`config.mk`:
```
export PLATFORM = sky130hd
export DESIGN_NAME = spi_host_txn
export DESIGN_NICKNAME = d
export VERILOG_FILES = /design/src/rtl/spi_host_txn.sv
export SDC_FILE = /design/constraint.sdc
export NUM_CORES = 1
export LEC_CHECK = 0
export CAP_MARGIN = 40
export CORE_MARGIN = 5
export CORE_UTILIZATION = 45
export CTS_BUF_LIST = sky130_fd_sc_hd__clkbuf_8
export DETAILED_ROUTE_END_ITERATION = 10
export PLACE_DENSITY = 0.74
export SYNTH_ARGS = -nofsm -noshare
export SYNTH_HDL_FRONTEND = slang
export SYNTH_SLANG_ARGS = --single-unit
```
`constraint.sdc`:
```
create_clock -name sys_clk -period 5.4 [get_ports sys_clk]
set_clock_uncertainty 0.15 [all_clocks]
set_input_delay 1.08 -clock sys_clk [delete_from_list [all_inputs] [get_ports sys_clk]]
set_output_delay 1.08 -clock sys_clk [all_outputs]
set_load 0.01 [all_outputs]
```
`src/rtl/spi_host_txn.sv`:
```
// spi_host_txn: SPI initiator that issues one 3-byte register transaction
// towards the PWM register-file peripheral. Each transaction sends a command
// byte {rw, addr[6:0]}, then a data MSB byte, then a data LSB byte. Every byte
// gets its own active-high ss pulse followed by an idle gap with ss low.
//
// Ports:
//   sys_clk  system clock, all logic on its rising edge
//   rst      asynchronous, active-high reset
//   start    request pulse, only looked at while idle
//   rw       1 = read, 0 = write (captured with start)
//   addr     7-bit register address (captured with start)
//   wdata    16-bit write data (captured with start, ignored for reads)
//   busy     high from the cycle after acceptance until done
//   done     one-cycle pulse at the end of the transaction
//   rdata    read result, only updated when a read finishes
//   ss       slave select, active-high, high only while a byte is framed
//   sclk     serial clock, idles low
//   mosi     serial data out, MSB first
//   miso     serial data in
//
// Byte timing: one CLK_DIV-cycle setup phase with sclk low and the MSB on
// mosi, then 16 half-periods of CLK_DIV cycles. The first half-period is low,
// so rising edges fall at the end of even half-periods and falling edges at
// the end of odd ones; ss drops together with the 8th falling edge, giving
// 17*CLK_DIV cycles of ss high per byte. GAP_CYCLES idle cycles follow.

module spi_host_txn #(
    parameter int CLK_DIV    = 5,
    parameter int GAP_CYCLES = 8
) (
    input  logic        sys_clk,
    input  logic        rst,
    input  logic        start,
    input  logic        rw,
    input  logic [6:0]  addr,
    input  logic [15:0] wdata,
    output logic        busy,
    output logic        done,
    output logic [15:0] rdata,
    output logic        ss,
    output logic        sclk,
    output logic        mosi,
    input  logic        miso
);

    localparam int CNT_MAX = (CLK_DIV > GAP_CYCLES) ? CLK_DIV : GAP_CYCLES;
    localparam int CNT_W   = $clog2(CNT_MAX) + 1;

    localparam logic [CNT_W-1:0] DIV_LAST = CNT_W'(CLK_DIV - 1);
    localparam logic [CNT_W-1:0] GAP_LAST = CNT_W'(GAP_CYCLES - 1);

    typedef enum logic [2:0] {
        IDLE,
        SETUP,
        SHIFT,
        GAP,
        DONE
    } state_t;

    state_t           state, state_n;
    logic [CNT_W-1:0] cnt, cnt_n;
    logic [3:0]       half_cnt, half_cnt_n;
    logic [1:0]       byte_idx, byte_idx_n;
    logic [23:0]      frame, frame_n;
    logic [7:0]       rx_shift, rx_shift_n;
    logic [7:0]       rx_hi, rx_hi_n;
    logic [7:0]       rx_lo, rx_lo_n;
    logic             rw_q, rw_q_n;
    logic             busy_n, done_n, ss_n, sclk_n, mosi_n;
    logic [15:0]      rdata_n;

    // All state and all outputs are registered here so ss/sclk/mosi come
    // straight from flops and never glitch. Reset drops every line at once.
    always_ff @(posedge sys_clk or posedge rst) begin
        if (rst) begin
            state    <= IDLE;
            cnt      <= '0;
            half_cnt <= '0;
            byte_idx <= '0;
            frame    <= '0;
            rx_shift <= '0;
            rx_hi    <= '0;
            rx_lo    <= '0;
            rw_q     <= 1'b0;
            busy     <= 1'b0;
            done     <= 1'b0;
            rdata    <= '0;
            ss       <= 1'b0;
            sclk     <= 1'b0;
            mosi     <= 1'b0;
        end else begin
            state    <= state_n;
            cnt      <= cnt_n;
            half_cnt <= half_cnt_n;
            byte_idx <= byte_idx_n;
            frame    <= frame_n;
            rx_shift <= rx_shift_n;
            rx_hi    <= rx_hi_n;
            rx_lo    <= rx_lo_n;
            rw_q     <= rw_q_n;
            busy     <= busy_n;
            done     <= done_n;
            rdata    <= rdata_n;
            ss       <= ss_n;
            sclk     <= sclk_n;
            mosi     <= mosi_n;
        end
    end

    // Next-state and next-output logic. The three tx bytes live in one 24-bit
    // register shifted left on every falling sclk edge, so bit 23 always holds
    // the bit due next. The shift on the 8th falling edge of a byte leaves the
    // next byte's MSB at bit 23 ready for its setup phase, while mosi itself
    // keeps the last bit through the gap.
    always_comb begin
        state_n    = state;
        cnt_n      = cnt;
        half_cnt_n = half_cnt;
        byte_idx_n = byte_idx;
        frame_n    = frame;
        rx_shift_n = rx_shift;
        rx_hi_n    = rx_hi;
        rx_lo_n    = rx_lo;
        rw_q_n     = rw_q;
        busy_n     = busy;
        done_n     = 1'b0;
        rdata_n    = rdata;
        ss_n       = ss;
        sclk_n     = sclk;
        mosi_n     = mosi;

        case (state)
            IDLE: begin
                if (start) begin
                    state_n    = SETUP;
                    frame_n    = {rw, addr, (rw ? 16'h0000 : wdata)};
                    rw_q_n     = rw;
                    byte_idx_n = 2'd0;
                    cnt_n      = '0;
                    half_cnt_n = 4'd0;
                    busy_n     = 1'b1;
                    ss_n       = 1'b1;
                    sclk_n     = 1'b0;
                    mosi_n     = rw;
                end
            end

            SETUP: begin
                if (cnt == DIV_LAST) begin
                    state_n    = SHIFT;
                    cnt_n      = '0;
                    half_cnt_n = 4'd0;
                end else begin
                    cnt_n = cnt + CNT_W'(1);
                end
            end

            SHIFT: begin
                if (cnt == DIV_LAST) begin
                    cnt_n      = '0;
                    half_cnt_n = half_cnt + 4'd1;
                    if (!half_cnt[0]) begin
                        // sclk rises here: sample the peripheral's data bit
                        sclk_n     = 1'b1;
                        rx_shift_n = {rx_shift[6:0], miso};
                    end else begin
                        sclk_n  = 1'b0;
                        frame_n = {frame[22:0], 1'b0};
                        if (half_cnt == 4'd15) begin
                            // 8th falling edge closes the byte
                            ss_n       = 1'b0;
                            state_n    = GAP;
                            half_cnt_n = 4'd0;
                            if (byte_idx == 2'd1) begin
                                rx_hi_n = rx_shift;
                            end
                            if (byte_idx == 2'd2) begin
                                rx_lo_n = rx_shift;
                            end
                        end else begin
                            mosi_n = frame[22];
                        end
                    end
                end else begin
                    cnt_n = cnt + CNT_W'(1);
                end
            end

            GAP: begin
                if (cnt == GAP_LAST) begin
                    cnt_n = '0;
                    if (byte_idx < 2'd2) begin
                        byte_idx_n = byte_idx + 2'd1;
                        state_n    = SETUP;
                        ss_n       = 1'b1;
                        mosi_n     = frame[23];
                    end else begin
                        state_n = DONE;
                        done_n  = 1'b1;
                        busy_n  = 1'b0;
                        if (rw_q) begin
                            rdata_n = {rx_hi, rx_lo};
                        end
                    end
                end else begin
                    cnt_n = cnt + CNT_W'(1);
                end
            end

            DONE: begin
                // start is deliberately ignored here; idle accepts it next cycle
                state_n = IDLE;
            end

            default: begin
                state_n = IDLE;
            end
        endcase
    end

endmodule
```
==> results_dict.tcl <==
set metrics [dict create \
    setup-violations-final 0 \
    buffer_ports.inserted 48 \
    worst-path-max-fanout 19 \
    cts.path.max_buffers 2 \
    grt_setup_unrepaired "false" \
    fmaxAchievable_ghz 0.335 \
    synth_seq_area_share 0.533 \
    remaining_drc_errors 0 \
    data_arrival_time_of_the_critical_path_ns 3.06 \
    drive_gt1_frac 0.207 \
    clock-sinks 83 \
    min_path_cells 2 \
    sum_of_negative_setup_slack_ns 0 \
    max_cap_viol_count 0 \
    critical_path.max_stage_delay_ns 0.50 \
    timing.critical_path.from "start" \
    routabilityCongestion 0.777 \
    synth_edf_count 0 \
    cts_made_buffers 9 \
    syn_area_per_cell_um2 11.7 \
    via_per_inst 5.17 \
    cts-root-buf "sky130_fd_sc_hd__clkbuf_8" \
    avgRoutedWirePerCell_um 14.4 \
    grt_pass1_wl_um 12200 \
    yosysTopAreaCellShare 0.533 \
    syn_std_cell_area_mm2 0.00389 \
    synth_cell_type_count 45 \
    first_global_vias 2618 \
    post_cts.repair.setup_buffers 0 \
    nFillCells 729 \
    crit_path_cell_trace "clkdlybuf4s50_1, nand2b_1, or3_1, a21oi_4, buf_16, mux2_2" \
    bufs_and_invs_on_worst_path 2 \
    power_per_cell_area_mw_per_mm2 406 \
    area_added_between_synthesis_and_finish_pct 20.0 \
    final_hold_viol_count 0 \
    yosysMostFrequentCell "sky130_fd_sc_hd__dfrtp_1" \
    netlist_instances 332 \
    grt_overflow 0 \
    finalCritPeriodShare 0.552 \
    worst_slack_ns 2.42 \
    wl_um 7060 \
    dp_slack_ns 2.07 \
    clock_slew_at_reported_path_ffs_ns 0.08 \
    num_rows 34 \
    floorplan.die.height_um 103 \
    antenna_found_initial 0 \
    gr-usage-all-layers 0.147 \
    floorplan.io_pins 49 \
    n_antenna_cell 0 \
    timing_worst_slew_pin_value_ns 0.822 \
    dominantRegCellSynth "sky130_fd_sc_hd__dfrtp_1" \
    leakagePower_nw 2.15 \
    worst-endpoint-required_ns 5.47 \
    hpwl_um 5000 \
    vias 2535 \
    worst_r2r_startpoint "state[2]" \
    syn_nets 365 \
    r2r_cells 5 \
    grt_start_max_net_pins 48 \
    first_iter_violations 86 \
    critical_path_stages 6 \
    outcome "finished clean" \
    slowest_cell_on_crit_path "sky130_fd_sc_hd__clkdlybuf4s50_1" \
    synth-async-reset-ratio 1.00 \
    cts_hold_repair.buffers 0 \
    type_of_the_worst_setup_path "in -> reg" \
    initial_core_util 0.453 \
    setup.worst_path.start_class "input port" \
    timing.hold.worst.class "reg -> reg" \
    detailedRoute.firstPassIterationCount 4 \
    post_dp_cell_area_mm2 0.00447 \
    timing.final.crit_period_ns 2.98 \
    synth_top_cell_by_area "sky130_fd_sc_hd__dfrtp_1" \
    fp.coreArea_mm2 0.00859 \
    synth_top_cells_by_area "sky130_fd_sc_hd__dfrtp_1, sky130_fd_sc_hd__mux2_2, sky130_fd_sc_hd__mux2i_1" \
    critical_path.top_delay_family "buffers and inverters" \
    synthTopCellsByCount "sky130_fd_sc_hd__dfrtp_1, sky130_fd_sc_hd__mux2_2, sky130_fd_sc_hd__nand2_1, sky130_fd_sc_hd__inv_1, sky130_fd_sc_hd__a21oi_1" \
    clock_latency_ns 0.34 \
    die_area_mm2 0.0106 \
    synth.ff_latch_count 83 \
    die_width_um 103 \
    yosysWarningCount 0 \
    power.ir.vdd_worst_mv 0.217 \
    post_cts.resized_instances 0 \
    kind_of_capture_point_of_the_worst_setup_path "flip-flop" \
    tritoncts "yes" \
    remaining_antenna_violation_count_after_routing 0 \
    report.final.slew_viol_count 0 \
    min-delay-start "rw_q" \
    maxSlewHeadroom 0.451 \
    layout.nets 410 \
    htree_num_levels 3 \
    final_design_area_no_fill_mm2 0.00467 \
]
## sequential cells by signal, indices dropped and copies added, names as in the netlist
| name | count |
|---|---|
| rdata | 16 |
| byte_idx | 2 |
| mosi | 1 |
| rx_lo | 8 |
| done | 1 |
| cnt | 4 |
| half_cnt | 4 |
| ss | 1 |
| busy | 1 |
| state | 3 |
| rx_hi | 8 |
| frame | 24 |
| sclk | 1 |
| rw_q | 1 |
| rx_shift | 8 |
## tightest hold or removal path: cells and delay by family, from the launching register on
kind	cells	cell delay (ns)
and+or+nand+nor	2	0.12
DFF	1	0.36
## report_power, final
group          internal (mW)  switching, mW  total [mW]  leakage [nW]
clock network          0.230          0.224       0.455        0.0995
logic                  0.274          0.273       0.547         0.962
registers              0.764          0.133       0.896          1.09
total                   1.27          0.630        1.90          2.15
## path summary, 6_finish.rpt
check                           slack, ns   endpoint
worst max-delay path                 2.42  frame[23]
worst min-delay path                 0.36       rw_q
worst max register to register       2.75  frame[23]
worst min register to register       0.36       rw_q
max in group asynchronous            3.12       sclk
min in group asynchronous            1.05   rx_hi[1]
## layout make-up
cell class / instances / area (µm²) / area share
Clock buffer: 10 / 138 / 0.0294
Clock inverter: 6 / 71.3 / 0.0153
Inverter: 22 / 83.8 / 0.0179
Multi-Input combinational cell: 209 / 1640 / 0.351
Sequential cell: 83 / 2080 / 0.444
Tap cell: 108 / 135 / 0.0289
Timing Repair Buffer: 52 / 528 / 0.113
## layer usage
layer  global-route usage  wire, µm  vias to the layer above
li1                     -         -                     1238
met3               0.0264       239                        6
met1                0.202      3300                     1251
met5                    0         0                        -
met4               0.0578        86                        0
met2                0.231      3430                       40
## stage by stage
| stage | utilization | hold slack (ns) | std cells | power, mW |
|---|---|---|---|---|
| final | 0.544 | 0.356 | 490 | 1.90 |
| after global routing | 0.544 | 0.375 | 490 | 2.03 |
| after CTS | 0.544 | 0.355 | 490 | 1.92 |
| after detailed placement | 0.520 | 0.335 | 474 | 1.46 |
| after global placement | 0.516 | 0.335 | 472 | 1.41 |
| after floorplan | - | 0.297 | 332 | 1.31 |
## kinds of logic after synthesis
| logic type | Yosys count | synth area share |
|---|---|---|
| AO/OA/AOI/OAI | 44 | 0.0684 |
| XOR/XNOR | 2 | 0.00450 |
| flip-flops | 83 | 0.533 |
| AND/OR/NAND/NOR | 90 | 0.136 |
| multiplexers | 68 | 0.196 |
| adder cells (fa/ha/maj) | 5 | 0.0161 |
| buffers and inverters | 40 | 0.0466 |
## placed cells by master, fill, tap and decap left out, drive strengths merged, types with 4 or more instances in the layout
cell type      count
nor3b             18
clkbuf            10
a21oi             21
clkdlybuf4s50     48
nor3               4
mux2i             18
buf                4
dfrtp             83
nand2             36
mux2              50
inv               23
nor2              10
ha                 5
nand2b             4
o21ai             11
Note: power is estimated with default switching activity, not from simulation.
